$ cat config.mk
export PLATFORM = sky130hd
export DESIGN_NAME = mips_controller
export DESIGN_NICKNAME = d
export VERILOG_FILES = /design/src/rtl/alu_pkg.sv /design/src/rtl/mips_controller.sv
export SDC_FILE = /design/constraint.sdc
export NUM_CORES = 1
export LEC_CHECK = 0
export ABC_AREA = 1
export CAP_MARGIN = 20
export CELL_PAD_IN_SITES_DETAIL_PLACEMENT = 0
export CELL_PAD_IN_SITES_GLOBAL_PLACEMENT = 2
export CORE_MARGIN = 10
export CORE_UTILIZATION = 25
export CTS_BUF_LIST = sky130_fd_sc_hd__clkbuf_16
export DETAILED_ROUTE_END_ITERATION = 10
export PLACE_DENSITY = 0.93
export SETUP_SLACK_MARGIN = 0.15
export SLEW_MARGIN = 20
export SYNTH_ARGS = -nofsm -noshare
export SYNTH_HDL_FRONTEND = slang
export SYNTH_SLANG_ARGS = --single-unit
export TNS_END_PERCENT = 20
$ cat constraint.sdc
create_clock -name clk -period 3.49 [get_ports clk]
set_input_delay 0.698 -clock clk [delete_from_list [all_inputs] [get_ports clk]]
set_output_delay 0.698 -clock clk [all_outputs]
set_load 0.01 [all_outputs]
$ cat src/rtl/alu_pkg.sv
// ============================================================================
// Module : alu_pkg
// Brief  : Shared ALU-control opcodes, controller state encoding and mux selects
// Rev    : 1.0  initial release
// ============================================================================
`default_nettype none

package alu_pkg;

    typedef enum logic [5:0] {
        ALU_RTYPE  = 6'h00,
        ALU_REGIMM = 6'h01,
        ALU_BEQ    = 6'h04,
        ALU_BNE    = 6'h05,
        ALU_BLEZ   = 6'h06,
        ALU_BGTZ   = 6'h07,
        ALU_ADDIU  = 6'h09,
        ALU_SLTI   = 6'h0A,
        ALU_SLTIU  = 6'h0B,
        ALU_ANDI   = 6'h0C,
        ALU_ORI    = 6'h0D,
        ALU_XORI   = 6'h0E,
        ALU_SUBIU  = 6'h10
    } alu_op_sel_t;

    typedef enum logic [4:0] {
        S_INIT       = 5'd0,
        S_FETCH      = 5'd1,
        S_FETCH_WAIT = 5'd2,
        S_DECODE     = 5'd3,
        S_EXEC_R     = 5'd4,
        S_R_WB       = 5'd5,
        S_EXEC_I     = 5'd6,
        S_I_WB       = 5'd7,
        S_MEM_ADDR   = 5'd8,
        S_LW_READ    = 5'd9,
        S_LW_WAIT    = 5'd10,
        S_LW_WB      = 5'd11,
        S_SW_WRITE   = 5'd12,
        S_BRANCH     = 5'd13,
        S_JUMP       = 5'd14,
        S_JAL        = 5'd15,
        S_JR         = 5'd16,
        S_HALT       = 5'd17
    } state_t;

    localparam logic [5:0] OP_RTYPE  = 6'h00;
    localparam logic [5:0] OP_REGIMM = 6'h01;
    localparam logic [5:0] OP_J      = 6'h02;
    localparam logic [5:0] OP_JAL    = 6'h03;
    localparam logic [5:0] OP_BEQ    = 6'h04;
    localparam logic [5:0] OP_BNE    = 6'h05;
    localparam logic [5:0] OP_BLEZ   = 6'h06;
    localparam logic [5:0] OP_BGTZ   = 6'h07;
    localparam logic [5:0] OP_ADDIU  = 6'h09;
    localparam logic [5:0] OP_SLTI   = 6'h0A;
    localparam logic [5:0] OP_SLTIU  = 6'h0B;
    localparam logic [5:0] OP_ANDI   = 6'h0C;
    localparam logic [5:0] OP_ORI    = 6'h0D;
    localparam logic [5:0] OP_XORI   = 6'h0E;
    localparam logic [5:0] OP_SUBIU  = 6'h10;
    localparam logic [5:0] OP_LW     = 6'h23;
    localparam logic [5:0] OP_SW     = 6'h2B;
    localparam logic [5:0] OP_HALT   = 6'h3F;

    localparam logic [5:0] FN_JR     = 6'h08;
    localparam logic [5:0] FN_MULT   = 6'h18;
    localparam logic [5:0] FN_MULTU  = 6'h19;

    localparam logic [1:0] SRCB_REGB   = 2'd0;
    localparam logic [1:0] SRCB_FOUR   = 2'd1;
    localparam logic [1:0] SRCB_IMM    = 2'd2;
    localparam logic [1:0] SRCB_IMM_SH = 2'd3;

    localparam logic [1:0] PCSRC_ALU    = 2'd0;
    localparam logic [1:0] PCSRC_ALUOUT = 2'd1;
    localparam logic [1:0] PCSRC_JUMP   = 2'd2;

endpackage

`default_nettype wire

$ cat src/rtl/mips_controller.sv
// ============================================================================
// Module : mips_controller
// Brief  : Multi-cycle MIPS Moore control FSM with stall enable
// Rev    : 1.0  initial release
// ============================================================================
`default_nettype none

module mips_controller
    import alu_pkg::*;
(
    input  logic       clk,
    input  logic       rst,
    input  logic       en,
    input  logic [5:0] ir_31_to_26,
    input  logic [5:0] ir_5_to_0,
    output logic       pc_write,
    output logic       pc_write_cond,
    output logic       i_or_d,
    output logic       mem_read,
    output logic       mem_write,
    output logic       ir_write,
    output logic       mem_to_reg,
    output logic       reg_dst,
    output logic       reg_write,
    output logic       jump_and_link,
    output logic       alu_src_a,
    output logic [1:0] alu_src_b,
    output logic       is_signed,
    output logic [1:0] pc_source,
    output logic [5:0] alu_op,
    output logic       alu_en
);

    state_t     state;
    state_t     next_state;
    logic [5:0] op_reg;
    logic [5:0] fn_reg;

    // IR fields are latched as the fetch completes so later IR changes are ignored
    always_ff @(posedge clk or posedge rst) begin
        if (rst) begin
            state  <= S_INIT;
            op_reg <= 6'd0;
            fn_reg <= 6'd0;
        end else if (en) begin
            state <= next_state;
            if (state == S_FETCH_WAIT) begin
                op_reg <= ir_31_to_26;
                fn_reg <= ir_5_to_0;
            end
        end
    end

    always_comb begin
        next_state    = state;
        pc_write      = 1'b0;
        pc_write_cond = 1'b0;
        i_or_d        = 1'b0;
        mem_read      = 1'b0;
        mem_write     = 1'b0;
        ir_write      = 1'b0;
        mem_to_reg    = 1'b0;
        reg_dst       = 1'b0;
        reg_write     = 1'b0;
        jump_and_link = 1'b0;
        alu_src_a     = 1'b0;
        alu_src_b     = SRCB_REGB;
        is_signed     = 1'b0;
        pc_source     = PCSRC_ALU;
        alu_op        = ALU_RTYPE;
        alu_en        = 1'b0;

        case (state)
            S_INIT: next_state = S_FETCH;
            S_FETCH: begin
                mem_read   = 1'b1;
                alu_src_b  = SRCB_FOUR;
                alu_op     = ALU_ADDIU;
                pc_write   = 1'b1;
                next_state = S_FETCH_WAIT;
            end
            S_FETCH_WAIT: begin
                mem_read   = 1'b1;
                ir_write   = 1'b1;
                next_state = S_DECODE;
            end
            S_DECODE: begin
                alu_src_b = SRCB_IMM_SH;
                alu_op    = ALU_ADDIU;
                case (op_reg)
                    OP_RTYPE:                 next_state = S_EXEC_R;
                    OP_LW, OP_SW:             next_state = S_MEM_ADDR;
                    OP_J:                     next_state = S_JUMP;
                    OP_JAL:                   next_state = S_JAL;
                    OP_REGIMM, OP_BEQ, OP_BNE,
                    OP_BLEZ, OP_BGTZ:         next_state = S_BRANCH;
                    OP_ADDIU, OP_SLTI, OP_SLTIU, OP_ANDI,
                    OP_ORI, OP_XORI, OP_SUBIU: next_state = S_EXEC_I;
                    OP_HALT:                  next_state = S_HALT;
                    default:                  next_state = S_FETCH;
                endcase
            end
            S_EXEC_R: begin
                alu_src_a = 1'b1;
                alu_op    = ALU_RTYPE;
                alu_en    = 1'b1;
                if (fn_reg == FN_JR)
                    next_state = S_JR;
                else if (fn_reg == FN_MULT || fn_reg == FN_MULTU)
                    next_state = S_FETCH;
                else
                    next_state = S_R_WB;
            end
            S_R_WB: begin
                reg_dst    = 1'b1;
                reg_write  = 1'b1;
                next_state = S_FETCH;
            end
            S_EXEC_I: begin
                alu_src_a  = 1'b1;
                alu_src_b  = SRCB_IMM;
                alu_op     = op_reg;
                // logical immediates zero-extend
                is_signed  = !(op_reg inside {OP_ANDI, OP_ORI, OP_XORI});
                next_state = S_I_WB;
            end
            S_I_WB: begin
                reg_write  = 1'b1;
                next_state = S_FETCH;
            end
            S_MEM_ADDR: begin
                alu_src_a  = 1'b1;
                alu_src_b  = SRCB_IMM;
                is_signed  = 1'b1;
                alu_op     = ALU_ADDIU;
                next_state = (op_reg == OP_SW) ? S_SW_WRITE : S_LW_READ;
            end
            S_LW_READ: begin
                i_or_d     = 1'b1;
                mem_read   = 1'b1;
                next_state = S_LW_WAIT;
            end
            S_LW_WAIT: begin
                i_or_d     = 1'b1;
                mem_read   = 1'b1;
                next_state = S_LW_WB;
            end
            S_LW_WB: begin
                mem_to_reg = 1'b1;
                reg_write  = 1'b1;
                next_state = S_FETCH;
            end
            S_SW_WRITE: begin
                i_or_d     = 1'b1;
                mem_write  = 1'b1;
                next_state = S_FETCH;
            end
            S_BRANCH: begin
                alu_src_a     = 1'b1;
                alu_op        = op_reg;
                pc_source     = PCSRC_ALUOUT;
                pc_write_cond = 1'b1;
                next_state    = S_FETCH;
            end
            S_JUMP: begin
                pc_source  = PCSRC_JUMP;
                pc_write   = 1'b1;
                next_state = S_FETCH;
            end
            S_JAL: begin
                pc_source     = PCSRC_JUMP;
                pc_write      = 1'b1;
                jump_and_link = 1'b1;
                reg_write     = 1'b1;
                next_state    = S_FETCH;
            end
            S_JR: begin
                pc_source  = PCSRC_ALU;
                alu_op     = ALU_RTYPE;
                pc_write   = 1'b1;
                next_state = S_FETCH;
            end
            S_HALT:  next_state = S_HALT;
            default: next_state = S_INIT;
        endcase

        // a stall must never commit architectural state
        if (!en) begin
            pc_write      = 1'b0;
            pc_write_cond = 1'b0;
            ir_write      = 1'b0;
            mem_write     = 1'b0;
            reg_write     = 1'b0;
            alu_en        = 1'b0;
        end
    end

endmodule

`default_nettype wire

* Word-level counts from Yosys, hierarchy flattened *
Memories as Yosys holds them, arrays and structs flattened.
Cells that the tools add are included.

word-level totals
  word-level logic and storage cells = 69
  memories = 1
  bits in latches = 0
  input bits = 15
  output and inout port bits = 23
  memory bits (read-only) = 320
  flip-flop bits (word level) = 17
  memory bits (writable) = 0

operators by class
  shifts and indexed selects = 0
  reduce and logical (&&, ||, !) cells = 15
  bitwise operators = 0
  muxes and demuxes = 26
  equality and inequality tests = 24
  order comparisons = 0
  $mul = 0
  div/mod/pow operators = 0
  $add $sub $neg = 0

memories
  memory           words  width  rd ports  clocked after Yosys merged registers in  wr ports  line                   source
  (no name shown)  64     5      1         0                                        0         mips_controller.sv:90  case (op_reg)

operator list
  kind                number
  $pmux 5 s10         1
  $eq 5x4->1 const B  8
  $eq 6x4->1 const B  4
  $eq 5x3->1 const B  4
  $mux 1              18
  $reduce_or 4->1     4
  $eq 6x5->1 const B  2
  $pmux 6 s2          1
  $eq 5x2->1 const B  2
  $eq 5x5->1 const B  2
  $reduce_or 9->1     1
  $eq 6x6->1 const B  1
  $mux 3              2
  $pmux 2 s3          1
  $reduce_or 2->1     3
  $reduce_or 3->1     2
  $eq 5x1->1 const B  1
  $logic_not 5->1     1
  $mux 5              1
  $pmux 2 s2          1
  $reduce_bool 3->1   1
  $pmux 1 s2          1
  $reduce_and 2->1    1
  $logic_not 1->1     1
  $logic_or 1x1->1    1

* Depth between registers and ports, before layout *
Gate-level depths: netlist (run 1).

  depth after elaboration = 5
  depth in mapped cells = 10
  depth with buffers taken out = 10

* Least setup slack after synthesis (run 1) *
OpenSTA, ideal clock, no wires.

  path kind = register -> output
  start point = reg state[0]
  end point = out alu_op[3]
  arrival time = 1291 ps
  stages on the path, launching flop included = 7
  path slack = 1501 ps
  required time = 2792 ps
  path buffers = 0
  cell sequence = dfrtp_1 inv_1 nor2_1 nand2_1 nor2_2 nor2_1 o21ai_0

between the ends
  word-level cells in the longest chain between the ends = 3
  elaborated cells between the ends (all ways) = 8
  those cells by class = eq/ne (5); mux (1); reduce/logical (2)

ends and longest elaborated chain
  item                                                          line                   source
  start: declaration                                            mips_controller.sv:34  state_t state;
  start signal: assignment                                      mips_controller.sv:46  state <= next_state;
  $eq 5x2->1 (tied with other cells)                            mips_controller.sv:73  case (state)
  $reduce_or 3->1 (no line) or $reduce_or 2->1 (tied branches)  --
  $pmux 6 s2 *                                                  mips_controller.sv:73
  end: declaration                                              mips_controller.sv:30  output logic [5:0] alu_op,

Mark *: on every way between the ends. The rest lies on a longest branch, timed or not.

* Final worst setup path (run 1) *
  start point = in en
  end point = out ir_write

between the ends
  word-level cells in the longest chain between the ends = 1

ends and longest elaborated chain
  item                line                    source
  start: declaration  mips_controller.sv:13   input logic en,
  $mux 1              mips_controller.sv:188  if (!en) begin
  end: declaration    mips_controller.sv:21   output logic ir_write,

No other way between the ends.

==> results.md, run 1 <==
- Largest net degree at the start of global routing: 21
- Post-Synth XOR/XNOR Area: 0%
- Nature of the critical path startpoint: input pin
- Sum of negative setup slack: 0 ns
- Tmin final: 3.09 ns
- Syn_area_per_cell: 6.26 um2
- RePlAce Congestion: 0.783
- Fin. max-slew vios: 0
- Die area: 7980 um2
- Ant diodes: 0
- Post-CTS Setup Bufs: 0
- #FFs+latches synth: 17
- Final WS setup: 0.396 ns
- Std cell rows: 25
- Detail Placement HPWL: 2920 um
- Post-Synth Adder-Cell Area: 0%
- Leak: 0.000777 uW
- Switching power: 600 uW
- Main combinational cell family by area after synthesis: simple AND/OR/NAND/NOR gates
- Layout cells sized above 1: 5.65%
- Die Wd: 89.3 um
- CTS root buf: clkbuf_16
- WS Path Type: input pin to output port
- Mapped Cells: 192
- Max Clk Rate: 0.323 GHz
- Reg power frac: 27.5%
- Die height: 89.3 um
- CP Capture Type: output port
- DR WL/cell: 12.0 um
- CTS H-Tree Depth: 1
- IO Count: 38
- Worst skew pair latency: 0.24 ns
- Distinct cells, synth: 21
- Critical path arrival: 2.40 ns
- Mux share of post-synthesis cell area: 0%
- CTS Buf Count: 3
- # setup viols final: 0
- Clock skew: 0.00134 ns
- Sequential area share after synthesis: 35.4%
- Hold Path Class: flip-flop to flip-flop
- CTS tree: built
- CTS resizes: 0
- Routed vias: 1287
- Hold Fails Final Rpt: 0
- ANT nets after route: 0
- Sw Ratio: 44.6%
- Max Cap Violations: 0
- Internal Power: 746 uW
- Unrepaired setup endpoints after global routing: false
- Clk slew on worst S/H paths: 0.05 ns
- Pwr Density: 798 nW/um2
- Initial antenna violation count: 0
- Worst EP required: 2.79 ns
- Core box area: 4690 um2
- Largest fanout on the critical path: 20
- Clk pwr share: 16.3%
- Area Overhead vs Synth: 40.5%
- Post-synthesis simple-gate area fraction: 42.6%
- Compound-gate portion of the synthesized area: 12.0%
- Initial DRT Pass Iterations: 4
- Synth warn: 0
- First-pass GRT wire length: 5710 um
- Cells taking the most area after synthesis: dfrtp_1 35%, nand2_1 18%, nor2_1 11%
- Max Root-Sink Buffers: 2
- Area of the multi-input gates: 656 um2
- Vias per std cell: 4.53
- Routed WL: 3420 um
- Area after DPL: 1610 um2
- Filler cells: 498
- Relative slew slack: 58.3%
- Final net count: 246
- DRT iter0 DRCs: 62
- Total gr overflow: 0
- Fin crit share: 88.7%
- Post-route cell area: 1690 um2
- DP Worst Slack: 0.383 ns
- Sequential Area: 425 um2
- Finished Core Util: 36.0%
- Comb pwr share: 56.1%
- Vias in the first global route: 1272
- Outcome: finished clean
- Syn nets: 207
- Non-filler cells in the finished layout: 284
- Mapped Area: 1200 um2
- Synth area leader: dfrtp_1
- Slew @ Worst Pin: 0.624 ns
- Initial Util: 25.6%
- Synth top area share: 35.4%
- Residual DRC: 0
- Port bufs: 37
- Hold_buf cts: 0
- Placed cells: 280
- Sink Count: 17
- Maximum vdd ir drop: 0.330 mV
- GRT Total Usage: 8.81%
## path summary, 6_finish.rpt
path	cells past startpoint	end	from	slack [ns]
setup / recovery	4	ir_write	en	0.40
hold / removal	2	fn_reg[0]	fn_reg[0]	0.48
setup reg to reg	7	op_reg[3]	state[2]	1.92
hold reg to reg	2	fn_reg[0]	fn_reg[0]	0.48
max in group asynchronous	2	fn_reg[4]	rst	2.26
min in group asynchronous	2	state[0]	rst	0.83
## through the flow
stage / hold WS, ns / total power [uW]
after global routing: 0.539 / 1480
after CTS: 0.485 / 1360
final: 0.479 / 1350
after floorplan: 0.450 / 855
after global placement: 0.483 / 1140
after detailed placement: 0.471 / 1140
## per-layer routing
metal	GRT usage (%)	wire, um	share of wire (%)
met2	13.9	1420	42
met4	2.31	28	0.82
met1	10.9	1630	48
met3	3.37	338	9.9
met5	0	0	0
## power groups by stage
stage / combinational, uW / sequential (uW) / clock [uW]
after floorplan: 503 / 352 / 0
after global placement: 771 / 374 / 0
after detailed placement: 763 / 373 / 0
after CTS: 766 / 371 / 228
after global routing: 859 / 386 / 238
final: 755 / 371 / 220
## cell families (layout without fill, tap and decap cells)
kind of cell	Yosys count	count (layout)
flip-flops	17	17
AO/OA/AOI/OAI	27	27
AND/OR/NAND/NOR	121	121
buffers and inverters	27	65
## cell usage in the layout, fill, tap and decap left out
cell,n
nand2_1,57
clkdlybuf4s50_1,37
nor2_1,35
inv_1,22
dfrtp_1,17
nand3_1,16
o21ai_1,10
o21ai_0,8
a21oi_1,5
nor3_1,4
inv_2,3
nor2_2,3
clkbuf_16,3
nand4_1,2
a31oi_1,2
nor2_4,1
nor3_2,1
o21bai_1,1
o21ai_2,1
nand2_2,1
nand3b_1,1
## critical path: stages
cell	delay (ns)
clkdlybuf4s50_1	0.67
nand2_2	0.16
inv_2	0.26
clkdlybuf4s50_1	0.61
## synth_stat cells
cell type	instances
nor3_2	1
nor3_1	4
nand3_1	16
nor2_2	3
nand2_2	1
o21bai_1	1
inv_1	21
o21ai_2	1
o21ai_0	8
inv_2	3
nand3b_1	1
buf_6	2
a31oi_1	2
nor2_1	35
nand4_1	2
o21ai_1	10
a21oi_1	5
nor2_4	1
dfrtp_1	17
buf_4	1
nand2_1	57
## final cells by class
type	instances	share of cell area, %
Clock buffer	3	4.45
Clock inverter	1	0.222
Inverter	24	5.34
Multi-Input combinational cell	148	38.8
Sequential cell	17	25.2
Tap cell	54	4.00
Timing Repair Buffer	37	21.9
Note: power is estimated with default switching activity, not from simulation.
==> run 2, diff against run 1 <==
HOLD_SLACK_MARGIN = 0.08   (was default)
==> results of run 2 <==
Same layout as run 1: the final DEF is identical, and so are final timing and power.
